**config.mk**
```make
export PLATFORM = sky130hd
export DESIGN_NAME = dram_access_seq_flat
export DESIGN_NICKNAME = d
export VERILOG_FILES = /design/src/rtl/dram_access_seq_if.sv /design/src/rtl/dram_access_seq.sv /design/src/flat_wrapper.sv
export SDC_FILE = /design/constraint.sdc
export NUM_CORES = 1
export LEC_CHECK = 0
export ABC_CLOCK_PERIOD_IN_PS = 2500
export CAP_MARGIN = 10
export CORE_ASPECT_RATIO = 1.25
export CORE_MARGIN = 2
export CORE_UTILIZATION = 45
export CTS_CLUSTER_SIZE = 12
export DETAILED_ROUTE_END_ITERATION = 7
export PLACE_DENSITY = 0.87
export SYNTH_ARGS = -nofsm -noshare
export SYNTH_HDL_FRONTEND = slang
export SYNTH_SLANG_ARGS = --single-unit
```
**constraint.sdc**
```tcl
create_clock -name cpu_clk -period 2.5 [get_ports cpu_clk]
set_input_delay 0.5 -clock cpu_clk [delete_from_list [all_inputs] [get_ports cpu_clk]]
set_output_delay 0.5 -clock cpu_clk [all_outputs]
set_load 0.02 [all_outputs]
```
**src/rtl/dram_access_seq_if.sv**
```systemverilog
// Bus bundle between the MEM stage, the access sequencer and the data RAM.
//   req_*      : decoded load/store request, held by the MEM stage until resp_valid
//   stall      : pipeline freeze for the current cycle
//   resp_*     : one-cycle completion pulse, error flag and extended load data
//   ram_*      : word-wide single-port synchronous RAM port
// slave  = sequencer view, master = environment (MEM stage + RAM) view.
interface dram_access_seq_if #(
  parameter int unsigned ADDR_W = 16
);
  logic              req_valid;
  logic              req_we;
  logic [1:0]        req_size;
  logic              req_unsigned;
  logic [31:0]       req_addr;
  logic [31:0]       req_wdata;
  logic              stall;
  logic              resp_valid;
  logic              resp_err;
  logic [31:0]       resp_rdata;
  logic [ADDR_W-1:0] ram_addr;
  logic              ram_we;
  logic [31:0]       ram_wdata;
  logic [31:0]       ram_rdata;

  modport slave (
    input  req_valid, req_we, req_size, req_unsigned, req_addr, req_wdata,
    input  ram_rdata,
    output stall, resp_valid, resp_err, resp_rdata,
    output ram_addr, ram_we, ram_wdata
  );

  modport master (
    output req_valid, req_we, req_size, req_unsigned, req_addr, req_wdata,
    output ram_rdata,
    input  stall, resp_valid, resp_err, resp_rdata,
    input  ram_addr, ram_we, ram_wdata
  );
endinterface

```
**src/rtl/dram_access_seq.sv**
```systemverilog
// Memory-stage access sequencer: turns a load/store request into RAM cycles
// (read, read-modify-write for byte/half stores, direct write for word stores),
// extends load data, rejects misaligned/reserved accesses and stalls the
// pipeline until the access completes.
// Ports:
//   cpu_clk    : clock, rising edge
//   cpu_rst_n  : asynchronous active-low reset
//   bus        : dram_access_seq_if.slave (request, response, stall, RAM port)
// stall is the only combinational output; everything else is registered.
module dram_access_seq #(
  parameter int unsigned ADDR_W = 16
) (
  input  logic            cpu_clk,
  input  logic            cpu_rst_n,
  dram_access_seq_if.slave bus
);

  localparam int unsigned DATA_W = 32;

  localparam logic [1:0] SZ_BYTE = 2'b00;
  localparam logic [1:0] SZ_HALF = 2'b01;
  localparam logic [1:0] SZ_WORD = 2'b10;

  typedef enum logic [2:0] {
    IDLE     = 3'd0,
    RD_ISSUE = 3'd1,
    RD_WAIT  = 3'd2,
    WR       = 3'd3,
    RESP     = 3'd4
  } state_t;

  // Latched request; only the RAM-visible address bits are kept.
  typedef struct packed {
    logic              we;
    logic [1:0]        size;
    logic              uns;
    logic [ADDR_W-1:0] waddr;
    logic [1:0]        off;
    logic [DATA_W-1:0] wdata;
  } req_t;

  state_t            state_q, state_d;
  req_t              req_q, req_d;
  logic [ADDR_W-1:0] ram_addr_q, ram_addr_d;
  logic              ram_we_q, ram_we_d;
  logic [DATA_W-1:0] ram_wdata_q, ram_wdata_d;
  logic              resp_valid_q, resp_valid_d;
  logic              resp_err_q, resp_err_d;
  logic [DATA_W-1:0] resp_rdata_q, resp_rdata_d;
  logic              stall_c;
  logic              misaligned_c;
  logic [DATA_W-1:0] load_val_c;
  logic [DATA_W-1:0] merge_val_c;

  // Address bits above the RAM range are intentionally ignored.
  logic unused_addr_hi;
  assign unused_addr_hi = ^bus.req_addr[31:ADDR_W+2];

  // Select the addressed lane and sign/zero-extend it.
  function automatic logic [DATA_W-1:0] load_ext(
    input logic [DATA_W-1:0] w,
    input logic [1:0]        off,
    input logic [1:0]        size,
    input logic              uns
  );
    logic [7:0]  b;
    logic [15:0] h;
    logic [DATA_W-1:0] r;
    case (off)
      2'd0:    b = w[7:0];
      2'd1:    b = w[15:8];
      2'd2:    b = w[23:16];
      default: b = w[31:24];
    endcase
    h = off[1] ? w[31:16] : w[15:0];
    case (size)
      SZ_BYTE: r = uns ? {24'h0, b} : {{24{b[7]}}, b};
      SZ_HALF: r = uns ? {16'h0, h} : {{16{h[15]}}, h};
      default: r = w;
    endcase
    return r;
  endfunction

  // Overlay the store data onto the word read back from RAM.
  function automatic logic [DATA_W-1:0] store_merge(
    input logic [DATA_W-1:0] w,
    input logic [1:0]        off,
    input logic [1:0]        size,
    input logic [DATA_W-1:0] d
  );
    logic [DATA_W-1:0] r;
    r = w;
    if (size == SZ_BYTE) begin
      case (off)
        2'd0:    r[7:0]   = d[7:0];
        2'd1:    r[15:8]  = d[7:0];
        2'd2:    r[23:16] = d[7:0];
        default: r[31:24] = d[7:0];
      endcase
    end else if (size == SZ_HALF) begin
      if (off[1]) r[31:16] = d[15:0];
      else        r[15:0]  = d[15:0];
    end else begin
      r = d;
    end
    return r;
  endfunction

  // Alignment check on the live request (evaluated only in IDLE).
  always_comb begin
    misaligned_c = 1'b0;
    case (bus.req_size)
      SZ_BYTE: misaligned_c = 1'b0;
      SZ_HALF: misaligned_c = bus.req_addr[0];
      SZ_WORD: misaligned_c = (bus.req_addr[1:0] != 2'b00);
      default: misaligned_c = 1'b1;
    endcase
  end

  assign load_val_c  = load_ext(bus.ram_rdata, req_q.off, req_q.size, req_q.uns);
  assign merge_val_c = store_merge(bus.ram_rdata, req_q.off, req_q.size, req_q.wdata);

  // Next-state and registered-output decode.
  always_comb begin
    state_d      = state_q;
    req_d        = req_q;
    ram_addr_d   = ram_addr_q;
    ram_we_d     = 1'b0;
    ram_wdata_d  = ram_wdata_q;
    resp_valid_d = 1'b0;
    resp_err_d   = 1'b0;
    resp_rdata_d = resp_rdata_q;
    stall_c      = 1'b0;

    case (state_q)
      IDLE: begin
        if (bus.req_valid) begin
          stall_c     = 1'b1;
          req_d.we    = bus.req_we;
          req_d.size  = bus.req_size;
          req_d.uns   = bus.req_unsigned;
          req_d.waddr = bus.req_addr[ADDR_W+1:2];
          req_d.off   = bus.req_addr[1:0];
          req_d.wdata = bus.req_wdata;
          if (misaligned_c) begin
            state_d      = RESP;
            resp_valid_d = 1'b1;
            resp_err_d   = 1'b1;
            resp_rdata_d = '0;
          end else if (bus.req_we && (bus.req_size == SZ_WORD)) begin
            state_d     = WR;
            ram_we_d    = 1'b1;
            ram_addr_d  = bus.req_addr[ADDR_W+1:2];
            ram_wdata_d = bus.req_wdata;
          end else begin
            state_d    = RD_ISSUE;
            ram_addr_d = bus.req_addr[ADDR_W+1:2];
          end
        end
      end

      RD_ISSUE: begin
        stall_c = 1'b1;
        state_d = RD_WAIT;
      end

      // RAM data for the address presented in RD_ISSUE is valid here.
      RD_WAIT: begin
        stall_c = 1'b1;
        if (req_q.we) begin
          state_d     = WR;
          ram_we_d    = 1'b1;
          ram_wdata_d = merge_val_c;
        end else begin
          state_d      = RESP;
          resp_valid_d = 1'b1;
          resp_rdata_d = load_val_c;
        end
      end

      WR: begin
        stall_c      = 1'b1;
        state_d      = RESP;
        resp_valid_d = 1'b1;
        resp_rdata_d = '0;
      end

      // Always return to IDLE so a held request is not re-accepted.
      RESP: begin
        state_d = IDLE;
      end

      default: begin
        state_d = IDLE;
      end
    endcase
  end

  // State, request latch and output registers.
  always_ff @(posedge cpu_clk or negedge cpu_rst_n) begin
    if (!cpu_rst_n) begin
      state_q      <= IDLE;
      req_q        <= '0;
      ram_addr_q   <= '0;
      ram_we_q     <= 1'b0;
      ram_wdata_q  <= '0;
      resp_valid_q <= 1'b0;
      resp_err_q   <= 1'b0;
      resp_rdata_q <= '0;
    end else begin
      state_q      <= state_d;
      req_q        <= req_d;
      ram_addr_q   <= ram_addr_d;
      ram_we_q     <= ram_we_d;
      ram_wdata_q  <= ram_wdata_d;
      resp_valid_q <= resp_valid_d;
      resp_err_q   <= resp_err_d;
      resp_rdata_q <= resp_rdata_d;
    end
  end

  assign bus.stall      = stall_c;
  assign bus.resp_valid = resp_valid_q;
  assign bus.resp_err   = resp_err_q;
  assign bus.resp_rdata = resp_rdata_q;
  assign bus.ram_addr   = ram_addr_q;
  assign bus.ram_we     = ram_we_q;
  assign bus.ram_wdata  = ram_wdata_q;

endmodule
```
**src/flat_wrapper.sv**
```systemverilog
// flat-port wrapper written by rule: the top's interface ports become plain ports
module dram_access_seq_flat 
#(
  parameter int unsigned ADDR_W = 16
)
  (cpu_clk, cpu_rst_n, bus_req_valid, bus_req_we, bus_req_size, bus_req_unsigned, bus_req_addr, bus_req_wdata, bus_ram_rdata, bus_stall, bus_resp_valid, bus_resp_err, bus_resp_rdata, bus_ram_addr, bus_ram_we, bus_ram_wdata);
  dram_access_seq_if #(.ADDR_W(ADDR_W)) bus_i ();
  input  logic cpu_clk;
  input  logic cpu_rst_n;
  input wire logic [$bits(bus_i.req_valid)-1:0] bus_req_valid;
  input wire logic [$bits(bus_i.req_we)-1:0] bus_req_we;
  input wire logic [$bits(bus_i.req_size)-1:0] bus_req_size;
  input wire logic [$bits(bus_i.req_unsigned)-1:0] bus_req_unsigned;
  input wire logic [$bits(bus_i.req_addr)-1:0] bus_req_addr;
  input wire logic [$bits(bus_i.req_wdata)-1:0] bus_req_wdata;
  input wire logic [$bits(bus_i.ram_rdata)-1:0] bus_ram_rdata;
  output wire logic [$bits(bus_i.stall)-1:0] bus_stall;
  output wire logic [$bits(bus_i.resp_valid)-1:0] bus_resp_valid;
  output wire logic [$bits(bus_i.resp_err)-1:0] bus_resp_err;
  output wire logic [$bits(bus_i.resp_rdata)-1:0] bus_resp_rdata;
  output wire logic [$bits(bus_i.ram_addr)-1:0] bus_ram_addr;
  output wire logic [$bits(bus_i.ram_we)-1:0] bus_ram_we;
  output wire logic [$bits(bus_i.ram_wdata)-1:0] bus_ram_wdata;
  assign bus_i.req_valid = bus_req_valid;
  assign bus_i.req_we = bus_req_we;
  assign bus_i.req_size = bus_req_size;
  assign bus_i.req_unsigned = bus_req_unsigned;
  assign bus_i.req_addr = bus_req_addr;
  assign bus_i.req_wdata = bus_req_wdata;
  assign bus_i.ram_rdata = bus_ram_rdata;
  assign bus_stall = bus_i.stall;
  assign bus_resp_valid = bus_i.resp_valid;
  assign bus_resp_err = bus_i.resp_err;
  assign bus_resp_rdata = bus_i.resp_rdata;
  assign bus_ram_addr = bus_i.ram_addr;
  assign bus_ram_we = bus_i.ram_we;
  assign bus_ram_wdata = bus_i.ram_wdata;
  dram_access_seq #(.ADDR_W(ADDR_W)) u_core (.cpu_clk(cpu_clk), .cpu_rst_n(cpu_rst_n), .bus(bus_i));
endmodule
```
# --- Yosys cells after proc, flatten, opt, wreduce, memory -nomap -nowiden ---
# Cells that the tools add are included.
op_classes:
  bitwise_logic: 1
  mux: 40
  n_eq_ne: 14
  reduce_logical: 14
op_table:
  columns: ["operator", "count"]
  rows:
  - ["$mux W32", 11]
  - ["$pmux W32 S2", 2]
  - ["$pmux W32 S3", 1]
  - ["$mux W16", 3]
  - ["$mux W8", 4]
  - ["$pmux W8 S3", 1]
  - ["$pmux W3 S4", 1]
  - ["$mux W1", 9]
  - ["$mux W3", 3]
  - ["$eq A2 B1 Y1 const B", 3]
  - ["$eq A3 B2 Y1 const B", 2]
  - ["$logic_not A2 Y1", 3]
  - ["$ne A2 B1 Y1 const B", 3]
  - ["$ne A2 B2 Y1 const B", 3]
  - ["$pmux W1 S3", 2]
  - ["$reduce_or A3 Y1", 2]
  - ["$reduce_and A5 Y1", 1]
  - ["$eq A2 B2 Y1 const B", 2]
  - ["$pmux W1 S2", 2]
  - ["$reduce_and A4 Y1", 1]
  - ["$reduce_bool A2 Y1", 2]
  - ["$eq A3 B1 Y1 const B", 1]
  - ["$logic_not A3 Y1", 1]
  - ["$reduce_and A3 Y1", 1]
  - ["other kinds (5)", 5]
word_totals:
  wordCells: 81
  input_bits: 103
  regBits: 124
  out_inout_bits: 84

# --- Logic depth before layout (Yosys ltp) ---
depth:
  word_depth: 6
  mapped_depth: 7
  ltp_nobuf: 5

# --- Worst setup path before layout ---
# Ideal clock, no wire load.
synth_path:
  path_type: "register -> output"
  start: "register u_core.state_q[1]"
  end: "output bus_stall"
  n_path_buf: 4
  required_ns: 2.000
  stages_incl_launch_ff: 7
  path_slack_ns: 0.374
  arrival_ns: 1.626
  path_cell_list: "dfrtp_1 buf_4 buf_2 clkbuf_1 clkbuf_1 nor3_1 nor2_1"
synth_between:
  elab_chain_len: 3
  elab_cells_between_ends: 6
  cone_classes: "eq/ne (3); mux (1); reduce/logical (2)"
synth_lines:
  columns: ["item", "line_no", "source"]
  rows:
  - ["start, declared", "dram_access_seq.sv:42", "state_t state_q, state_d;"]
  - ["start signal, assigned", "dram_access_seq.sv:211", "state_q <= state_d;"]
  - ["$eq A3 B1 Y1 or $eq A3 B2 Y1 (tied branches)", "dram_access_seq.sv:135", "case (state_q)"]
  - ["$reduce_or A3 Y1 (no line)", null, null]
  - ["$pmux W1 S2 (*)", "dram_access_seq.sv:135", null]
  - ["end, declared", "flat_wrapper.sv:17", "output wire logic [$bits(bus_i.stall)-1:0] bus_stall;"]
# Every way passes the cells marked *; elsewhere a longest branch is shown, timed or not.

# --- Worst setup path in the final report ---
# Ends and elaborated chain as after synthesis.

==> results.json <==
{
  "ff_latch_area_um2": 3100,
  "first_iter_violations": 640,
  "finalPower_mw": 12.4,
  "worst-path-max-fanout": 11,
  "clock_latency_ps": 430,
  "status": "complete, no violations",
  "drc": 0,
  "clockBufferDepth": 2,
  "reg2reg_to": "u_core.bus.ram_wdata[3]",
  "place_inst": 962,
  "rsz0062_at_grt": "false",
  "slew_headroom_pct": 59.5,
  "crit_chain": "nor3_1, nor2_1, clkdlybuf4s50_1",
  "cts_made_buffers": 17,
  "grt_first_pass_wirelength_um": 33100,
  "post-dp-hpwl_um": 14800,
  "dieArea_um2": 15600,
  "track_usage_pct": 26.8,
  "hp-class": "input pin to asynchronous set/reset pin",
  "met3_usage_pct": 6.29,
  "r2r_start": "u_core.req_q[33]",
  "n_fill_cell": 1115,
  "endpoint_kind": "output port",
  "hold_buffers": 0,
  "ios": 187,
  "required_ps": 2000,
  "layout.cells.non_filler": 995,
  "diodes": 0,
  "ant_nets": 0,
  "worstRegToRegCells": 5,
  "arrival_ps": 1880,
  "critPathTopFamily": "flip-flops",
  "setup_tns_ps": 0,
  "min_period_ps": 2380,
  "skew_ps": 9.13,
  "synthTopCellsByArea": "dfrtp_1 47%, mux2_2 9.6%, o21ai_0 4.7%",
  "yosysTopAreaCell": "dfrtp_1",
  "p_clk_share_pct": 18.3,
  "clock_sinks": 124,
  "slowest_stage": "dfrtp_1",
  "power_density_nw_per_um2": 1360,
  "firstDrtPassIters": 5,
  "swShare_pct": 41.7,
  "hold_viol": 0,
  "path_buf_inv": 1,
  "fin_ws_ps": 123,
  "syn_inst": 640,
  "wl_um": 21000,
  "top_usage_layer": "met2",
  "io_buffers": 172,
  "wl_per_cell_um": 21.1,
  "start_kind": "register",
  "syn-num-nets": 743,
  "die_w_um": 112,
  "yosys_warnings": 0,
  "grtUsageMet1_pct": 33.8,
  "syn_area_per_cell_um2": 10.3,
  "ys.flop_type": "dfrtp_1",
  "cpPeakStageDelay_ps": 620,
  "cts_tree": "yes",
  "synth-seq-area-share_pct": 47.3,
  "fp.dieH_um": 139,
  "use_met2_pct": 42.2,
  "max-cap-violations": 0,
  "critPathKind": "register to output port",
  "yosysMostFrequentCell": "dfrtp_1",
  "ff2ff_setup_slack_ps": 270,
  "clk_pin_slew_ps": 60,
  "async_flop_share_pct": 100,
  "peakVddDrop_mv": 0.766,
  "grt_start_max_net_pins": 50,
  "routed-via-count": 6131,
  "power.switching_mw": 5.19,
  "start_util_pct": 45.8,
  "internal-power_mw": 7.25,
  "ys_types": 57,
  "drive_gt1_share_pct": 16.9,
  "synth_edf_count": 0,
  "synthTopCellsByCount": "124 x dfrtp_1, 62 x o21ai_0, 56 x mux2_2",
  "row_count": 49,
  "coreArea_um2": 14300,
  "report.final.slew_viol_count": 0,
  "grt-ovfl-total": 0,
  "whs_ps": 76.1,
  "layout.nets": 907,
  "cts_max_level": 4,
  "fin_crit_sh_pct": 95.1,
  "ys_ff_latch": 124,
  "pwr-share-comb_pct": 51.7,
  "syn_area_um2": 6570,
  "gp_congestion": 0.885,
  "yosys.area.top_type_share_pct": 47.3,
  "viasPerCell": 6.16,
  "cts-root-buf": "clkbuf_16",
  "antenna_found_initial": 0,
  "finalSetupViolCount": 0,
  "tightest_slew_ps": 607,
  "p_leak_nw": 3.77,
  "pwr-share-seq_pct": 30.0,
  "post-place-ws_ps": -16.5,
  "fmax_mhz": 421,
  "grt_pass1_vias": 6076,
  "multiInputGateArea_um2": 3130,
  "syn_to_final_growth_pct": 39.1
}
[worst max path at each step]
stage | start | endpoint | cells after the start
floorplan | u_core.state_q[1] | bus_stall | 6
global placement | bus_ram_rdata[31] | u_core.bus.resp_rdata[26] | 5
detailed placement | bus_ram_rdata[31] | u_core.bus.resp_rdata[21] | 5
CTS | u_core.state_q[1] | u_core.bus.resp_rdata[21] | 4
global route | u_core.state_q[1] | bus_stall | 3
finish | u_core.state_q[1] | bus_stall | 3
[routing by layer]
metal	vias to the layer above	routed length [µm]	share of wire [%]
met4	0	1070	5.1
met1	2951	8040	38
met3	75	1770	8.5
met2	378	10100	48
met5	-	0	0
li1	2727	-	-
[cells in the final DEF (no fill, tap or decap), types with 8 or more instances in the layout]
cell type	instances
a21oi_1	35
a221o_1	16
a22o_1	11
buf_4	27
clkbuf_16	17
clkdlybuf4s50_1	171
dfrtp_1	124
inv_1	23
mux2_2	56
mux2i_1	8
nand2_1	28
nand2b_1	18
nor2_1	30
nor2b_1	19
nor3_1	8
nor3b_1	8
o211ai_1	13
o21ai_0	62
o22ai_1	10
o31ai_1	15
[sequential cells by signal, indices dropped and copies added, names as in the netlist]
signal,count
u_core.bus.resp_err,1
u_core.state_q,3
u_core.bus.resp_valid,1
u_core.bus.ram_we,1
u_core.req_q,38
u_core.bus.ram_wdata,32
u_core.bus.ram_addr,16
u_core.bus.resp_rdata,32
[power by group through the flow]
stage	clock network (mW)	logic, mW	registers (mW)
finish	2.28	6.43	3.74
global route	2.39	6.87	3.83
CTS	2.29	6.37	3.70
detailed placement	0	6.32	3.72
global placement	0	6.21	3.69
floorplan	0	3.36	4.16
[stage by stage]
stage	utilization, %	instance area (µm²)
final	63.7	9130
after global routing	63.7	9130
after global placement	59.7	8560
after detailed placement	59.7	8560
after CTS	63.5	9110
after floorplan	-	6570
[kinds of logic (layout without fill, tap and decap cells)]
family / after synthesis / after routing / synth area share, %
simple gates: 129 / 129 / 10.7
buf+inv: 84 / 261 / 5.14
flops: 124 / 124 / 47.3
mux: 64 / 64 / 10.8
compound gates: 239 / 239 / 26.1
[layout make-up]
class	count	share of cell area [%]
inverters	25	1.03
multi-input cells	432	34.3
repair buffers	204	22.3
well taps	178	2.44
clock buffers	19	4.96
flip-flops and latches	124	34.0
clock inverters	13	1.05
[timing repair]
item / 4_1_cts / 5_1_grt
setup endpoints to repair: 0 / 16
setup buffers: 0 / 1
gates resized for setup: 0 / 0
Power figures use the tool's default switching activity.
